[config.mk]
export PLATFORM = sky130hd
export DESIGN_NAME = cart_load_ctrl
export DESIGN_NICKNAME = d
export VERILOG_FILES = /design/src/rtl/cart_load_ctrl.sv
export SDC_FILE = /design/constraint.sdc
export NUM_CORES = 1
export LEC_CHECK = 0
export CORE_ASPECT_RATIO = 1.4
export CORE_MARGIN = 2
export CORE_UTILIZATION = 49
export DETAILED_ROUTE_END_ITERATION = 16
export GPL_TIMING_DRIVEN = 0
export HOLD_SLACK_MARGIN = 0.12
export PLACE_DENSITY = 0.86
export SLEW_MARGIN = 20
export SYNTH_ARGS = -nofsm -noshare
export SYNTH_HDL_FRONTEND = slang
export SYNTH_SLANG_ARGS = --single-unit
[constraint.sdc]
create_clock -name clk_sys -period 6.29 [get_ports clk_sys]
set_input_delay 1.258 -clock clk_sys [delete_from_list [all_inputs] [get_ports clk_sys]]
set_output_delay 1.258 -clock clk_sys [all_outputs]
set_load 0.02 [all_outputs]
[src/rtl/cart_load_ctrl.sv]
// ROM download sequencer: routes the ioctl byte stream to the cart or BIOS RAM and parses the 7800 header.
// Define LOADER_CORE_WR_EN to add the core save-write port with core-first arbitration of the cart RAM port.
module cart_load_ctrl #(
    parameter int CART_AW = 18,
    parameter int BIOS_AW = 12,
    parameter int HDR_LEN = 128
) (
    input  logic               clk_sys,
    input  logic               reset,
    input  logic               ioctl_download,
    input  logic [7:0]         ioctl_index,
    input  logic [24:0]        ioctl_addr,
    input  logic [7:0]         ioctl_dout,
    input  logic               ioctl_wr,
    output logic               ioctl_wait,
    input  logic               core_wr_req,
    input  logic [CART_AW-1:0] core_wr_addr,
    input  logic [7:0]         core_wr_data,
    output logic               core_wr_ack,
    output logic               cart_wr_en,
    output logic [CART_AW-1:0] cart_wr_addr,
    output logic [7:0]         cart_wr_data,
    output logic               bios_wr_en,
    output logic [BIOS_AW-1:0] bios_wr_addr,
    output logic [7:0]         bios_wr_data,
    output logic               cart_is_7800,
    output logic [15:0]        cart_flags,
    output logic [7:0]         joy0_type,
    output logic [7:0]         joy1_type,
    output logic [7:0]         cart_region,
    output logic [7:0]         cart_save,
    output logic [31:0]        cart_size,
    output logic               initial_pause,
    output logic               busy,
    output logic               overflow
);

    typedef enum logic [2:0] {IDLE, CART, BIOS, DRAIN, FINISH} state_t;

    state_t       state, state_next;
    logic         load_cart;
    logic         buf_valid;
    logic         buf_cart;
    logic [24:0]  buf_addr;
    logic [7:0]   buf_data;
    logic         sig_ok;
    logic [24:0]  last_addr;
    logic         core_grant;
    logic         buf_drain;
    logic         accept;
    logic         cart_entry;
    logic [CART_AW-1:0] cart_map;

`ifdef LOADER_CORE_WR_EN
    assign core_grant = core_wr_req;
`else
    logic unused_core;
    assign unused_core = ^{core_wr_req, core_wr_addr, core_wr_data};
    assign core_grant  = 1'b0;
`endif

    assign accept      = ioctl_wr && !buf_valid && (state == CART || state == BIOS);
    assign buf_drain   = buf_valid && (!buf_cart || !core_grant);
    assign cart_entry  = (state == IDLE) && (state_next == CART);
    assign core_wr_ack = core_grant;
    assign ioctl_wait  = buf_valid;
    assign busy        = (state != IDLE);

    always_ff @(posedge clk_sys or posedge reset) begin
        if (reset) state <= IDLE;
        else       state <= state_next;
    end

    always_comb begin
        state_next = state;
        case (state)
            IDLE:       if (ioctl_download) state_next = (ioctl_index != 8'd0) ? CART : BIOS;
            CART, BIOS: if (!ioctl_download) state_next = DRAIN;
            DRAIN:      if (!buf_valid) state_next = FINISH;
            FINISH:     state_next = IDLE;
            default:    state_next = IDLE;
        endcase
    end

    // One-entry loader buffer; a strobe arriving while it is full is lost for good.
    always_ff @(posedge clk_sys or posedge reset) begin
        if (reset) begin
            buf_valid <= 1'b0;
            buf_cart  <= 1'b0;
            buf_addr  <= '0;
            buf_data  <= '0;
            overflow  <= 1'b0;
        end else begin
            if (accept) begin
                buf_valid <= 1'b1;
                buf_cart  <= (state == CART);
                buf_addr  <= ioctl_addr;
                buf_data  <= ioctl_dout;
            end else if (buf_drain) begin
                buf_valid <= 1'b0;
            end
            if (ioctl_wr && buf_valid) overflow <= 1'b1;
        end
    end

    always_ff @(posedge clk_sys or posedge reset) begin
        if (reset) begin
            load_cart    <= 1'b0;
            sig_ok       <= 1'b0;
            cart_is_7800 <= 1'b0;
            cart_flags   <= '0;
            joy0_type    <= '0;
            joy1_type    <= '0;
            cart_region  <= '0;
            cart_save    <= '0;
            last_addr    <= '0;
        end else if (state == IDLE && ioctl_download) begin
            load_cart <= (ioctl_index != 8'd0);
            if (cart_entry) begin
                sig_ok       <= 1'b0;
                cart_is_7800 <= 1'b0;
                cart_flags   <= '0;
                joy0_type    <= '0;
                joy1_type    <= '0;
                cart_region  <= '0;
                cart_save    <= '0;
                last_addr    <= '0;
            end
        end else if (accept && state == CART) begin
            last_addr <= ioctl_addr;
            // "ATARI" signature is tracked one byte at a time so no header copy is needed.
            case (ioctl_addr)
                25'd1:   sig_ok <= (ioctl_dout == 8'h41);
                25'd2:   sig_ok <= sig_ok && (ioctl_dout == 8'h54);
                25'd3:   sig_ok <= sig_ok && (ioctl_dout == 8'h41);
                25'd4:   sig_ok <= sig_ok && (ioctl_dout == 8'h52);
                25'd5:   cart_is_7800 <= sig_ok && (ioctl_dout == 8'h49);
                25'd53:  cart_flags[15:8] <= ioctl_dout;
                25'd54:  cart_flags[7:0]  <= ioctl_dout;
                25'd55:  joy0_type   <= ioctl_dout;
                25'd56:  joy1_type   <= ioctl_dout;
                25'd57:  cart_region <= ioctl_dout;
                25'd58:  cart_save   <= ioctl_dout;
                default: ;
            endcase
        end
    end

    always_ff @(posedge clk_sys or posedge reset) begin
        if (reset) begin
            cart_size     <= '0;
            initial_pause <= 1'b1;
        end else if (state == FINISH && load_cart) begin
            cart_size     <= {7'd0, last_addr} - (cart_is_7800 ? 32'(HDR_LEN) : 32'd0) + 32'd1;
            initial_pause <= 1'b0;
        end
    end

    // Header bytes land raw at their own address and are later overwritten by the payload.
    assign cart_map = (cart_is_7800 && buf_addr >= 25'(HDR_LEN)) ?
                      CART_AW'(buf_addr - 25'(HDR_LEN)) : CART_AW'(buf_addr);

    always_comb begin
        cart_wr_en   = 1'b0;
        cart_wr_addr = '0;
        cart_wr_data = '0;
        bios_wr_en   = 1'b0;
        bios_wr_addr = '0;
        bios_wr_data = '0;
        if (core_grant) begin
            cart_wr_en   = 1'b1;
            cart_wr_addr = core_wr_addr;
            cart_wr_data = core_wr_data;
        end else if (buf_valid && buf_cart) begin
            cart_wr_en   = 1'b1;
            cart_wr_addr = cart_map;
            cart_wr_data = buf_data;
        end
        if (buf_valid && !buf_cart) begin
            bios_wr_en   = 1'b1;
            bios_wr_addr = buf_addr[BIOS_AW-1:0];
            bios_wr_data = buf_data;
        end
    end

endmodule

=== Word-level counts from Yosys, hierarchy flattened ===
Cells that the tools add are included.

* $lt $le $gt $ge: 1
* Equality and inequality tests: 21
* Multiplexer cells: 42
* Add/sub/neg operators: 3
* Reduce and logical (&&, ||, !) cells: 39

{| class="wikitable"
|+ Operator list
! cell !! number
|-
| 25-bit by 6-bit equality test with 1-bit output (second input constant) || 6
|-
| 8-bit 2-to-1 mux || 18
|-
| 25-bit 2-to-1 mux || 3
|-
| 25-bit by 2-bit equality test with 1-bit output (second input constant) || 2
|-
| 25-bit by 3-bit equality test with 1-bit output (second input constant) || 2
|-
| 16-bit 2-to-1 mux || 3
|-
| 18-bit 2-to-1 mux || 2
|-
| 8-bit by 7-bit equality test with 1-bit output (second input constant) || 4
|-
| 26-bit by 2-bit adder with 27-bit output (second input constant) || 1
|-
| 25-bit by 8-bit subtractor with 26-bit output || 1
|-
| 25-bit by 1-bit equality test with 1-bit output (second input constant) || 1
|-
| 25-bit by 8-bit >= comparator with 1-bit output (second input constant) || 1
|-
| 3-bit AND reduction || 8
|-
| 18-bit by 8-bit subtractor with 18-bit output (second input constant) || 1
|-
| 2-bit nonzero test || 8
|-
| 1-bit logical AND || 14
|-
| 12-bit 2-to-1 mux || 1
|-
| 1-bit 2-to-1 mux || 9
|-
| 3-bit 2-to-1 mux || 3
|-
| 3-bit one-hot mux with 3 select lines || 1
|-
| 8-bit nonzero test || 1
|-
| 3-bit by 1-bit equality test with 1-bit output (second input constant) || 2
|-
| 3-bit by 2-bit equality test with 1-bit output (second input constant) || 2
|-
| 5-bit nonzero test || 1
|-
| 10 further kinds || 11
|}

* Output and inout port bits: 134
* Logic and storage cells: 124
* Flip-flop bits (word level): 148
* Input bits: 72

=== Longest topological paths before layout ===
Gate-level depths: netlist of run 1.

* Depth in word-level cells: 8
* Mapped depth: 12
* Depth with buffers taken out: 11

=== Worst setup path before layout of run 1 ===
Ideal clock, no wire load.

* Kind: flip-flop to output port
* Start point: register buf_addr[1]
* End point: output port cart_wr_addr[15]
* Cell stages (with the launch flop): 9
* Slack: 2413 ps
* Path buffers: 0
* Data arrival time: 2619 ps
* Data required time: 5032 ps
* Cell sequence: dfrtp_1 -> or4_1 -> nor4_1 -> o41ai_1 -> or2_1 -> or4_1 -> nor4_1 -> xnor2_1 -> nor2_1

* Cells in the longest elaborated chain, start to end: 4
* Elaborated cells on any way between the ends: 5
* Classes of those cells: 1 x add/sub; 1 x order compare; 2 x mux; 1 x reduce/logical

{| class="wikitable"
|+ RTL lines
! element !! RTL line !! text
|-
| start, declared || 44 || <nowiki>logic [24:0] buf_addr;</nowiki>
|-
| start signal, assigned || 97 || <nowiki>buf_addr <= ioctl_addr;</nowiki>
|-
| 25-bit by 8-bit >= comparator with 1-bit output || 160 || <nowiki>assign cart_map = (cart_is_7800 && buf_addr >= 25'(HDR_LEN)) ?</nowiki>
|-
| 1-bit logical AND || 160 ||
|-
| 18-bit 2-to-1 mux * || 160 ||
|-
| 18-bit 2-to-1 mux * || 174 || <nowiki>end else if (buf_valid && buf_cart) begin</nowiki>
|-
| end, declared || 21 || <nowiki>output logic [CART_AW-1:0] cart_wr_addr,</nowiki>
|}

Every way passes the cells marked *; elsewhere a longest branch is shown, timed or not.

=== Final worst setup path of run 1 ===
Same ends and word-level chain as after synthesis.

==> results of run 1 <==
## final cells by class
class	count	area [µm²]
clock buffer	19	443
multi-input combinational	583	3520
fill	1111	4850
tap	192	240
sequential	143	3580
inverter	15	63.8
buffer	47	256
clock inverter	13	186
timing repair buffer	176	1780
## sequential cells by signal, indices dropped and copies added, names as in the netlist
| signal | flops |
|---|---|
| initial_pause | 1 |
| state | 3 |
| joy0_type | 8 |
| load_cart | 1 |
| buf_data | 8 |
| cart_flags | 16 |
| sig_ok | 1 |
| buf_addr | 25 |
| cart_size | 27 |
| cart_region | 8 |
| last_addr | 25 |
| ioctl_wait | 1 |
| cart_is_7800 | 1 |
| overflow | 1 |
| cart_save | 8 |
| joy1_type | 8 |
| buf_cart | 1 |
## per-stage QoR
stage               TNS (ns)   util
floorplan                  0      -
global placement      -95.55  0.630
detailed placement         0  0.633
CTS                        0  0.675
global route               0  0.675
finish                     0  0.675
## critical path, delay by kind of cell (launching register included)
kind | cells | cell delay, ns
DFF | 1 | 0.41
buffers and inverters | 1 | 0.61
xor gates and xnor gates | 1 | 0.12
and+or+nand+nor | 6 | 2.32
AOI/OAI and AO/OA | 1 | 0.30
## logic make-up (layout without fill, tap and decap cells)
kind of cell / after synthesis / after routing / synth area share
buf+inv: 62 / 270 / 0.0422
mux: 53 / 53 / 0.0841
xor+xnor: 41 / 41 / 0.0484
compound gates: 105 / 105 / 0.0849
flops: 143 / 143 / 0.483
other cells: 1 / 1 / 0.000506
simple gates: 379 / 379 / 0.250
fa+ha+maj: 4 / 4 / 0.00675
## layer usage
| metal | GRT usage | vias up |
|---|---|---|
| met1 | 0.299 | 3122 |
| met5 | 0 | - |
| met3 | 0.0810 | 62 |
| met2 | 0.471 | 312 |
| li1 | - | 3086 |
| met4 | 0.137 | 0 |
## power by group
part	total [µW]	switching [µW]	internal, µW
clock	1070	396	676
sequential	1670	333	1330
combinational	2270	1250	1020
total	5010	1980	3030
## worst max-delay path by stage
stage / start / to / slack (ns) / depth (start not counted)
floorplan: reset / buf_addr[0] / 1.20 / 1
global placement: reset / cart_size[0] / -0.68 / 2
detailed placement: buf_addr[1] / cart_wr_addr[15] / 1.38 / 9
CTS: buf_addr[1] / cart_wr_addr[15] / 0.90 / 9
global route: buf_addr[1] / cart_wr_addr[15] / 0.80 / 9
finish: buf_addr[1] / cart_wr_addr[15] / 0.85 / 9
## cells in the mapped netlist, types with 9 or more instances
| cell | count |
|---|---|
| a21oi_1 | 10 |
| and2_1 | 28 |
| and3_1 | 18 |
| buf_4 | 9 |
| clkbuf_1 | 29 |
| dfrtp_1 | 142 |
| inv_1 | 14 |
| mux2_2 | 42 |
| nand2_1 | 202 |
| nand3_1 | 10 |
| nor2_1 | 35 |
| nor3_1 | 12 |
| nor4_1 | 12 |
| o21ai_0 | 60 |
| xnor2_1 | 29 |
| xor2_1 | 12 |
## placed cells by master, fill, tap and decap left out, types with 5 or more instances in the layout
cell             count
nand2_1            202
clkdlybuf4s50_1    175
dfrtp_1            142
o21ai_0             60
mux2_2              42
nor2_1              35
clkbuf_1            30
xnor2_1             29
and2_1              28
and3_1              18
clkbuf_16           17
inv_1               13
xor2_1              12
nor3_1              12
nor4_1              12
nand3_1             10
a21oi_1             10
buf_4                9
or4_1                8
mux2_4               8
nand2b_1             7
nand4_1              6
a21o_1               5
nand3b_1             5
o31ai_1              5
==> flow_metrics.tcl, run 1 <==
set metrics [dict create \
    maxCapViolCount 0 \
    clock_skew_ns 0.00987 \
    hold_violations 0 \
    holdPathStages 1 \
    viasPerCell 5.54 \
    post-route-min-period_ns 5.44 \
    clkSlewWorstSetupHoldPaths_ns 0.06 \
    crit_type "flop to output pin" \
    yosysTopAreaCellShare 0.479 \
    clock_sinks 143 \
    max_freq_ghz 0.184 \
    place_area_um2 9440 \
    holdWs_ns 0.470 \
    end_kind "output pin" \
    grt.overflow.total 0 \
    initial_core_util 0.497 \
    start_kind "flop" \
    clkLatencyLatePin_ns 0.43 \
    dpl.hpwl_um 15600 \
    dieArea_um2 16100 \
    fp.dieW_um 108 \
    synthTopCellsByArea "dfrtp_1, nand2_1, mux2_2, o21ai_0, xnor2_1" \
    wl_met1_um 7530 \
    cts_hold_buf 0 \
    power.total_uw 5010 \
    grt_start_max_net_pins 74 \
    stdcell_count 1188 \
    worstReg2RegStart "cart_is_7800" \
    fp.coreArea_um2 14900 \
    synth_flop_cell "dfrtp_1" \
    cts_root_buf "clkbuf_16" \
    top_layer "met4" \
    ys_types 70 \
    synth_seq_cells 143 \
    rr_endpoint "cart_size[25]" \
    dieHeight_um 150 \
    slew_violations 0 \
    synth_edf_count 0 \
    synth_cells 788 \
    tritoncts.num_buffers 17 \
    finalCritPeriodShare 0.864 \
    min_from "overflow" \
    track_usage 0.272 \
    synth_seq_area_share 0.483 \
    gp_congestion 0.895 \
    max-slew-margin-rel 0.344 \
    cpMaxStageDelayCell "clkdlybuf4s50_1" \
    path_cells "or4_1 > nor4_1 > o41ai_1 > or2_1 > or4_1 > nor4_1 > xnor2_1 > nor2_1 > clkdlybuf4s50_1" \
    cts_tree "yes" \
    diodes 0 \
    ios 206 \
    path_max_fanout 6 \
    p_leak_uw 0.00442 \
    ant_nets 0 \
    drive_above_1_share 0.122 \
    synth_top_cell_by_area "dfrtp_1" \
    drc 0 \
    num_vias 6582 \
    post_cts_buffers 0 \
    synth_area_um2 7410 \
    dp.cells 1156 \
    synth_warnings 0 \
    h-tree-depth 4 \
    worstPathRequired_ns 5.03 \
    cts_buffer_depth 2 \
    grt_pass1_wl_um 33600 \
    nNetsFinal 1059 \
    cts_resized 0 \
    syn_area_per_cell_um2 9.41 \
    fin_ws_ns 0.853 \
    grt_pass1_vias 6448 \
    ir_drop_uv 383 \
    setup_viol 0 \
    power_density_nw_per_um2 498 \
    dr_wl_met2_um 11100 \
    hp-class "flop to flop" \
    reg2reg_slack_ns 2.81 \
    worst-r2r-cell-count 11 \
    numPortBuffers 175 \
    cp.arrival_ns 4.18 \
    finalInstanceArea_um2 10100 \
    synthToLayoutAreaGrowth_pct 35.8 \
    synthArstFlopShare 1.00 \
    dp_slack_ns 1.38 \
    dr.pass1.iters 5 \
    rows 53 \
    synth_nets 864 \
    max_stage_delay_ns 0.61 \
    tightest_slew_ns 0.971 \
    status "finished clean" \
    worstHoldEndpoint "overflow" \
    dr_wl_met3_um 1890 \
    avgRoutedWirePerCell_um 18.1 \
    drt_wl_total_um 21500 \
    antenna_found_initial 0 \
    drt_iter0_drc 416 \
    rsz0062_at_grt "false" \
]
Note: power is estimated with default switching activity, not from simulation.
==> run 2: changes to the inputs <==
--- a/config.mk
+++ b/config.mk
@@ -6,7 +6,6 @@
 export NUM_CORES = 1
 export LEC_CHECK = 0
 export CORE_ASPECT_RATIO = 1.4
-export CORE_MARGIN = 2
 export CORE_UTILIZATION = 49
 export DETAILED_ROUTE_END_ITERATION = 16
 export GPL_TIMING_DRIVEN = 0
==> constraint.sdc (replaced) <==
create_clock -name clk_sys -period 6.1 [get_ports clk_sys]
set_input_delay 1.22 -clock clk_sys [delete_from_list [all_inputs] [get_ports clk_sys]]
set_output_delay 1.22 -clock clk_sys [all_outputs]
set_load 0.02 [all_outputs]
==> flow_metrics.tcl, run 2 (synthesized netlist as in run 1, its figures left out) <==
set metrics [dict create \
    critPathBufInv 1 \
    finalInstanceArea_um2 10000 \
    swShare 0.396 \
    final_cell_mix "nand2_1, clkdlybuf4s50_1, dfrtp_1" \
    top_register "cart_size" \
    worstReg2RegStart "cart_is_7800" \
    drt_wl_total_um 20700 \
    grt_start_max_net_pins 90 \
    dr.pass1.iters 5 \
    max_freq_ghz 0.189 \
    cp-startpoint "buf_addr[1]" \
    holdPathStages 2 \
    status "finished clean" \
    clock_skew_ns 0.00786 \
    dp.cells 1153 \
    num_vias 6471 \
    power_density_nw_per_um2 507 \
    h-tree-depth 4 \
    drt_iter0_drc 527 \
    cts_resized 0 \
    fp.dieW_um 106 \
    end_kind "output pin" \
    synthToLayoutAreaGrowth_pct 35.5 \
    nNetsFinal 1059 \
    dpl.hpwl_um 15500 \
    setup_viol 0 \
    ios 206 \
    power_frac_seq 0.336 \
    cts_root_buf "clkbuf_16" \
    diodes 0 \
    grt_pass1_vias 6394 \
    final_common_cell "nand2_1" \
    top_regs "cart_size x27, buf_addr x25, last_addr x25" \
    track_usage 0.274 \
    initial_core_util 0.506 \
    dp_slack_ns 1.27 \
    dieHeight_um 148 \
    worstPathRequired_ns 4.88 \
    tns_ns 0 \
    ir_drop_uv 320 \
    top_layer "met4" \
    gp_congestion 0.886 \
    cts_tree "yes" \
    intPower_uw 3080 \
    dieArea_um2 15600 \
    path_max_fanout 6 \
    p_leak_uw 0.00438 \
    viasPerCell 5.46 \
    fp.coreArea_um2 14600 \
    path_depth 9 \
    place_area_um2 9440 \
    finalCritPeriodShare 0.869 \
    p_switching_uw 2020 \
    avgRoutedWirePerCell_um 17.5 \
    holdWs_ns 0.476 \
    start_kind "flop" \
    cp.arrival_ns 4.08 \
    dr_wl_met3_um 1400 \
    crit_type "flop to output pin" \
    hold_violations 0 \
    clkLatencyLatePin_ns 0.42 \
    numPortBuffers 175 \
    tritoncts.num_buffers 17 \
    path_cells "or4_1 > nor4_1 > o41ai_1 > or2_1 > or4_1 > nor4_1 > xnor2_1 > nor2_1 > clkdlybuf4s50_1" \
    post-route-min-period_ns 5.30 \
    maxCapViolCount 0 \
    ant_nets 0 \
    stdcell_count 1185 \
    critical-path-top-delay-family "simple AND/OR/NAND/NOR gates" \
    cts_hold_buf 0 \
    post_cts_buffers 0 \
    rsz0062_at_grt "false" \
    cts_buffer_depth 2 \
    reg2reg_slack_ns 2.61 \
    hp-class "flop to flop" \
    max-slew-margin-rel 0.367 \
    drive_above_1_share 0.123 \
    worst-r2r-cell-count 10 \
    max_stage_delay_ns 0.61 \
    clkSlewWorstSetupHoldPaths_ns 0.06 \
    tightest_slew_ns 0.938 \
    clock_sinks 143 \
    fin_ws_ns 0.796 \
    dr_wl_met2_um 10800 \
    cpMaxStageDelayCell "clkdlybuf4s50_1" \
    wl_met1_um 7690 \
    n_fill_cell 1094 \
    min_from "cart_size[16]" \
    antenna_found_initial 0 \
    grt.overflow.total 0 \
    slew_violations 0 \
    clkPwrFrac 0.208 \
    drc 0 \
    rows 52 \
    p_comb_frac 0.456 \
    grt_pass1_wl_um 33000 \
    largest_reg_flops 27 \
]
-- run 2: metal layers --
layer	global-route usage	vias up
met5	0	-
met2	0.488	247
met4	0.140	0
li1	-	3069
met1	0.300	3092
met3	0.0697	63
-- run 2: cell type report --
cell class / count / area (µm²) / share of cell area
Buffer: 47 / 256 / 0.0255
Sequential cell: 143 / 3580 / 0.356
Timing Repair Buffer: 176 / 1780 / 0.177
Tap cell: 189 / 236 / 0.0235
Inverter: 15 / 63.8 / 0.00635
Clock buffer: 18 / 439 / 0.0437
Multi-Input combinational cell: 583 / 3520 / 0.351
Clock inverter: 14 / 166 / 0.0166
-- run 2: tightest hold or removal path: stages (launching register included) --
cell,delay (ns)
dfrtp_1,0.34
nand2_1,0.04
o21ai_0,0.06
-- run 2: power groups by stage --
stage	Clock [µW]	Sequential, µW	Combinational, µW
3_5_place_dp	0	1710	2300
6_report	1060	1710	2320
5_1_grt	1110	1760	2520
2_1_floorplan	0	1910	1160
3_3_place_gp	0	1700	2240
4_1_cts	1070	1710	2330
-- run 2: metrics by stage --
step | utilization | total power [µW]
finish | 0.686 | 5100
global route | 0.686 | 5390
CTS | 0.686 | 5110
detailed placement | 0.645 | 4020
global placement | 0.642 | 3940
floorplan | - | 3080
-- run 2: path summary, 6_finish.rpt --
| check | endpoint |
|---|---|
| worst max-delay path | cart_wr_addr[15] |
| worst min-delay path | cart_size[16] |
| worst max register to register | cart_size[22] |
| worst min register to register | cart_size[16] |
| max in group asynchronous | cart_size[3] |
| min in group asynchronous | buf_addr[15] |
